**src/rtl/uart_tx_pkg.sv**
```systemverilog
// uart_tx_pkg: shared UART timing constants, state encoding and datapath select codes
package uart_tx_pkg;
  localparam int CLK_PERIOD = 10;
  localparam int UART_BAUD_PERIOD = 8680;
  typedef enum logic [1:0] {IDLE = 2'd0, START = 2'd1, DATA = 2'd2, STOP = 2'd3} state_t;
  typedef enum logic [1:0] {CNT_CLR = 2'd0, CNT_HOLD = 2'd1, CNT_INC = 2'd2} cnt_sel_t;
  typedef enum logic [1:0] {SR_HOLD = 2'd0, SR_LOAD = 2'd1, SR_SHIFT = 2'd2} sr_sel_t;
endpackage

```
**src/rtl/uart_tx_datapath.sv**
```systemverilog
// uart_tx_datapath: load/shift register, baud and bit counters, terminal-count flags
module uart_tx_datapath
  import uart_tx_pkg::*;
#(
  parameter int WORD_SIZE = 8,
  parameter int WORD_SIZE_WIDTH = 4,
  parameter int CLKS_PER_BIT = 868
) (
  input  logic                 clk,
  input  logic                 reset_b,
  input  cnt_sel_t             baud_sel,
  input  cnt_sel_t             bit_sel,
  input  sr_sel_t              sr_sel,
  input  logic [WORD_SIZE-1:0] data_in,
  output logic [WORD_SIZE-1:0] shift_reg,
  output logic                 baud_tc,
  output logic                 last_bit
);
  localparam int BW = $clog2(CLKS_PER_BIT);
  logic [BW-1:0] baud_cnt;
  logic [WORD_SIZE_WIDTH-1:0] bit_cnt;
  always_ff @(posedge clk) begin
    if (reset_b) begin
      baud_cnt <= '0;
      bit_cnt <= '0;
      shift_reg <= '0;
    end else begin
      baud_cnt <= baud_sel == CNT_CLR ? '0 : baud_sel == CNT_INC ? baud_cnt + 1'b1 : baud_cnt;
      bit_cnt <= bit_sel == CNT_CLR ? '0 : bit_sel == CNT_INC ? bit_cnt + 1'b1 : bit_cnt;
      shift_reg <= sr_sel == SR_LOAD ? data_in : sr_sel == SR_SHIFT ? shift_reg >> 1 : shift_reg;
    end
  end
  assign baud_tc = baud_cnt == BW'(CLKS_PER_BIT - 1);
  assign last_bit = bit_cnt == WORD_SIZE_WIDTH'(WORD_SIZE - 1);
endmodule

```
**src/rtl/uart_tx.sv**
```systemverilog
// uart_tx: 8N1 UART transmitter, LSB first, idle-high line, registered outputs
module uart_tx
  import uart_tx_pkg::*;
#(
  parameter int WORD_SIZE = 8,
  parameter int WORD_SIZE_WIDTH = 4,
  parameter int CLKS_PER_BIT = 868
) (
  input  logic                 clk,
  input  logic                 reset_b,
  input  logic                 TX_Start,
  input  logic [WORD_SIZE-1:0] TX_Data_in,
  output logic                 TX_Serial_out,
  output logic                 TX_Busy,
  output logic                 TX_Done
);
  state_t state, state_n;
  cnt_sel_t baud_sel, bit_sel;
  sr_sel_t sr_sel;
  logic [WORD_SIZE-1:0] shift_reg;
  logic baud_tc, last_bit, line_n;
  uart_tx_datapath #(
    .WORD_SIZE(WORD_SIZE),
    .WORD_SIZE_WIDTH(WORD_SIZE_WIDTH),
    .CLKS_PER_BIT(CLKS_PER_BIT)
  ) u_dp (
    .clk(clk),
    .reset_b(reset_b),
    .baud_sel(baud_sel),
    .bit_sel(bit_sel),
    .sr_sel(sr_sel),
    .data_in(TX_Data_in),
    .shift_reg(shift_reg),
    .baud_tc(baud_tc),
    .last_bit(last_bit)
  );
  always_ff @(posedge clk) begin
    if (reset_b) begin
      state <= IDLE;
      TX_Serial_out <= 1'b1;
      TX_Busy <= 1'b0;
      TX_Done <= 1'b0;
    end else begin
      state <= state_n;
      TX_Serial_out <= line_n;
      TX_Busy <= state_n != IDLE;
      TX_Done <= state == STOP && baud_tc;
    end
  end
  always_comb begin
    state_n = state;
    baud_sel = (state == IDLE || baud_tc) ? CNT_CLR : CNT_INC;
    bit_sel = CNT_HOLD;
    sr_sel = SR_HOLD;
    case (state)
      IDLE: if (TX_Start) begin
        state_n = START;
        bit_sel = CNT_CLR;
        sr_sel = SR_LOAD;
      end
      START: if (baud_tc) state_n = DATA;
      DATA: if (baud_tc) begin
        sr_sel = SR_SHIFT;
        bit_sel = CNT_INC;
        if (last_bit) state_n = STOP;
      end
      STOP: if (baud_tc) state_n = IDLE;
      default: state_n = IDLE;
    endcase
    // the pin flop is loaded with the bit the line must carry after this edge
    line_n = state_n == START ? 1'b0 :
             state_n == DATA ? (sr_sel == SR_SHIFT ? shift_reg[1] : shift_reg[0]) : 1'b1;
  end
endmodule

```
**config.mk**
```make
export PLATFORM = sky130hd
export DESIGN_NAME = uart_tx
export DESIGN_NICKNAME = d
export VERILOG_FILES = /design/src/rtl/uart_tx_pkg.sv /design/src/rtl/uart_tx_datapath.sv /design/src/rtl/uart_tx.sv
export SDC_FILE = /design/constraint.sdc
export NUM_CORES = 1
export LEC_CHECK = 0
export BUFFER_PORTS_ARGS = -buffer_cell sky130_fd_sc_hd__clkbuf_2
export CORE_ASPECT_RATIO = 0.75
export CORE_UTILIZATION = 52
export DETAILED_ROUTE_END_ITERATION = 16
export GPL_TIMING_DRIVEN = 0
export PLACE_DENSITY = 0.85
export SYNTH_ARGS = -nofsm -noshare
export SYNTH_HDL_FRONTEND = slang
export SYNTH_SLANG_ARGS = --single-unit
```
**constraint.sdc**
```tcl
create_clock -name clk -period 2.46 [get_ports clk]
set_input_delay 0.615 -clock clk [delete_from_list [all_inputs] [get_ports clk]]
set_output_delay 0.615 -clock clk [all_outputs]
set_load 0.1 [all_outputs]
```
==> flow_summary.yaml <==
sta:
  setup_viol: 0
  period_minus_slack_ns: 2.22
  worstMarginPinSlew_ns: 0.539
  rsz0062_at_grt: "no"
  skew_ns: 0.00557
  holdWs_ns: 0.458
  finalWorstSetupSlack_ns: 0.240
  relSlewSlack: 0.642
  finalCritPeriodShare: 0.903
  maxSlewViolCount: 0
  hold_violations: 0
  max_freq_mhz: 450
placed_design:
  place_area_um2: 1560
  io_buffers: 13
  place_ws_ns: -0.133
  dp_hpwl_um: 2010
  gp_congestion: 0.836
finish:
  largest_reg_flops: 10
  drive_gt1_frac: 0.288
  area_growth_pct: 11.1
  final_common_cell: "dfxtp_1"
  final_design_area_no_fill_um2: 1610
  nFillCells: 226
  antennaDiodeCount: 0
  mostFrequentLayoutCells: "27 x dfxtp_1, 13 x clkbuf_2, 11 x mux2i_1"
  final_nets: 176
  fin_util: 0.615
logic_synthesis:
  synth-simple-area-share: 0.295
  synth_mux_area_frac: 0.138
  synth_area_per_cell_um2: 10.2
  yosys_warnings: 0
  syn_area_um2: 1450
  synth_seq_cells: 27
  synth_xor_xnor_area_share: 0.0181
  synth_adder_area_share: 0.0345
  syn_inst: 143
  ys_types: 47
  ys_seq_area_frac: 0.372
  synth_top_family_by_area: "simple AND/OR/NAND/NOR gates"
  syn-num-nets: 158
  synth_compound_area_frac: 0.102
clocking:
  postCtsHoldBufs: 0
  clockBufferDepth: 2
  cts_tree: "done"
  clkTransAtPathRegs_ns: 0.08
  root_buffer: "clkbuf_8"
  cts_buffers: 3
  htree_levels: 1
  clk_latency_ns: 0.27
  cts_sinks: 27
setup_path:
  crit_path_end_kind: "register"
  cp.required_ns: 2.61
  reg2reg_setup_slack_ns: 0.24
  cp-start-kind: "register"
  ff2ff_path_depth: 8
  r2r-start: "u_dp.baud_cnt[9]"
  crit_arrival_ns: 2.37
  critPathMaxFanout: 8
  critPathLaunch: "u_dp.baud_cnt[9]"
  rr_endpoint: "u_dp.shift_reg[6]"
  critPathKind: "register to register"
  critPathCapture: "u_dp.shift_reg[6]"
routing:
  wl_per_cell_um: 13.7
  final_antenna_net_count: 0
  dr.pass1.iters: 4
  detail_route.wirelength_um: 2690
  num_vias: 1123
  viasPerCell: 5.73
  drt-initial-drc-count: 44
  drc: 0
power:
  power.density_nw_per_um2: 487
  peakVddDrop_uv: 248
  leakage_uw: 0.000586
run_status:
  outcome: "completed"
global_routing:
  grt_pass1_wl_um: 4400
  overflow: 0
  grt_pass1_vias: 992
  grt_max_degree: 15
  grt.total_usage: 0.194
  antenna_found_initial: 0
floorplanning:
  num_io_pins: 14
  core_um2: 2620
  fp.dieH_um: 47.8
  fp-row-count: 16
  chipWidth_um: 63.0
  dieArea_um2: 3010
  start_util: 0.554
job:
  cap_violations: 0
worst_hold_path:
  hp-class: "register to register"
[power by group]
part / switching, µW / internal, µW / total [µW]
Clock: 125 / 116 / 241
Sequential: 6.58 / 446 / 453
Combinational: 54.2 / 38.8 / 93.0
[worst min path at each step]
stage                                  from                end  cells after the start
final                     u_dp.shift_reg[7]  u_dp.shift_reg[7]                      2
after global routing      u_dp.shift_reg[7]  u_dp.shift_reg[7]                      2
after CTS                 u_dp.shift_reg[7]  u_dp.shift_reg[7]                      2
after detailed placement  u_dp.shift_reg[7]  u_dp.shift_reg[7]                      2
after global placement    u_dp.shift_reg[7]  u_dp.shift_reg[7]                      2
after floorplan           u_dp.shift_reg[7]  u_dp.shift_reg[7]                      2
[synth_stat cells (all sizes together)]
| cell type | number | share of area |
|---|---|---|
| dfxtp | 27 | 0.37 |
| nor2 | 14 | 0.043 |
| mux2i | 11 | 0.076 |
| a21oi | 8 | 0.040 |
| mux2 | 8 | 0.062 |
| nand3b | 7 | 0.036 |
| clkbuf | 5 | 0.013 |
| inv | 5 | 0.013 |
| or3b | 5 | 0.032 |
| ha | 4 | 0.034 |
| nand3 | 4 | 0.022 |
| buf | 3 | 0.015 |
| nand2 | 3 | 0.0095 |
| nand4 | 3 | 0.013 |
| nor3 | 3 | 0.014 |
| nor4 | 3 | 0.028 |
| o21ai | 3 | 0.010 |
| or3 | 3 | 0.013 |
| nand2b | 2 | 0.0086 |
| nand4bb | 2 | 0.027 |
| o31ai | 2 | 0.010 |
| or4 | 2 | 0.010 |
| xor2 | 2 | 0.012 |
| a221oi | 1 | 0.0060 |
| a311o | 1 | 0.0069 |
| a311oi | 1 | 0.0060 |
| a31o | 1 | 0.0060 |
| a41oi | 1 | 0.0060 |
| and2 | 1 | 0.0043 |
| and4b | 1 | 0.0069 |
| and4bb | 1 | 0.011 |
| nand4b | 1 | 0.0060 |
| nor3b | 1 | 0.0052 |
| nor4b | 1 | 0.0060 |
| o21a | 1 | 0.0052 |
| o22ai | 1 | 0.0043 |
| xnor2 | 1 | 0.0060 |
[layout make-up]
type | count | area [µm²] | share of cell area
timing repair buffer | 14 | 72.6 | 0.0450
tap | 36 | 45.0 | 0.0279
inverter | 5 | 18.8 | 0.0116
clock buffer | 4 | 45.0 | 0.0279
multi-input combinational | 103 | 856 | 0.530
buffer | 7 | 36.3 | 0.0225
sequential | 27 | 541 | 0.335
[layer usage]
layer  track usage  routed length (µm)
met3        0.0500                  98
met4        0.0419                   9
met2         0.335                1240
met5             0                   0
met1         0.251                1340
[worst max-delay path, cell delays in order, from the launching register on]
cell,delay [ns]
dfxtp_1,0.40
or3b_4,0.44
nor4_4,0.28
inv_1,0.07
ha_1,0.19
clkbuf_1,0.21
mux2_2,0.32
mux2i_1,0.14
nor2_1,0.05
[stage by stage]
stage               power [µW]  setup TNS [ns]  cells
finish                     787               0    196
global route               823               0    196
CTS                        799               0    195
detailed placement         556          -0.942    192
global placement           551          -0.261    192
floorplan                  533               0    143
[kinds of logic after synthesis]
| kind of cell | after synthesis |
|---|---|
| and+or+nand+nor | 57 |
| DFF | 27 |
| AOI/OAI and AO/OA | 20 |
| muxes | 19 |
| buffers and inverters | 13 |
| adders and majority gates | 4 |
| xor gates and xnor gates | 3 |
[repair_timing]
action,CTS,global route
pin swaps,0,1
endpoints found under the hold margin,0,0
endpoints found under the setup margin,8,7
buffers inserted,0,1
gates resized for setup,1,0
Power figures use the tool's default switching activity.
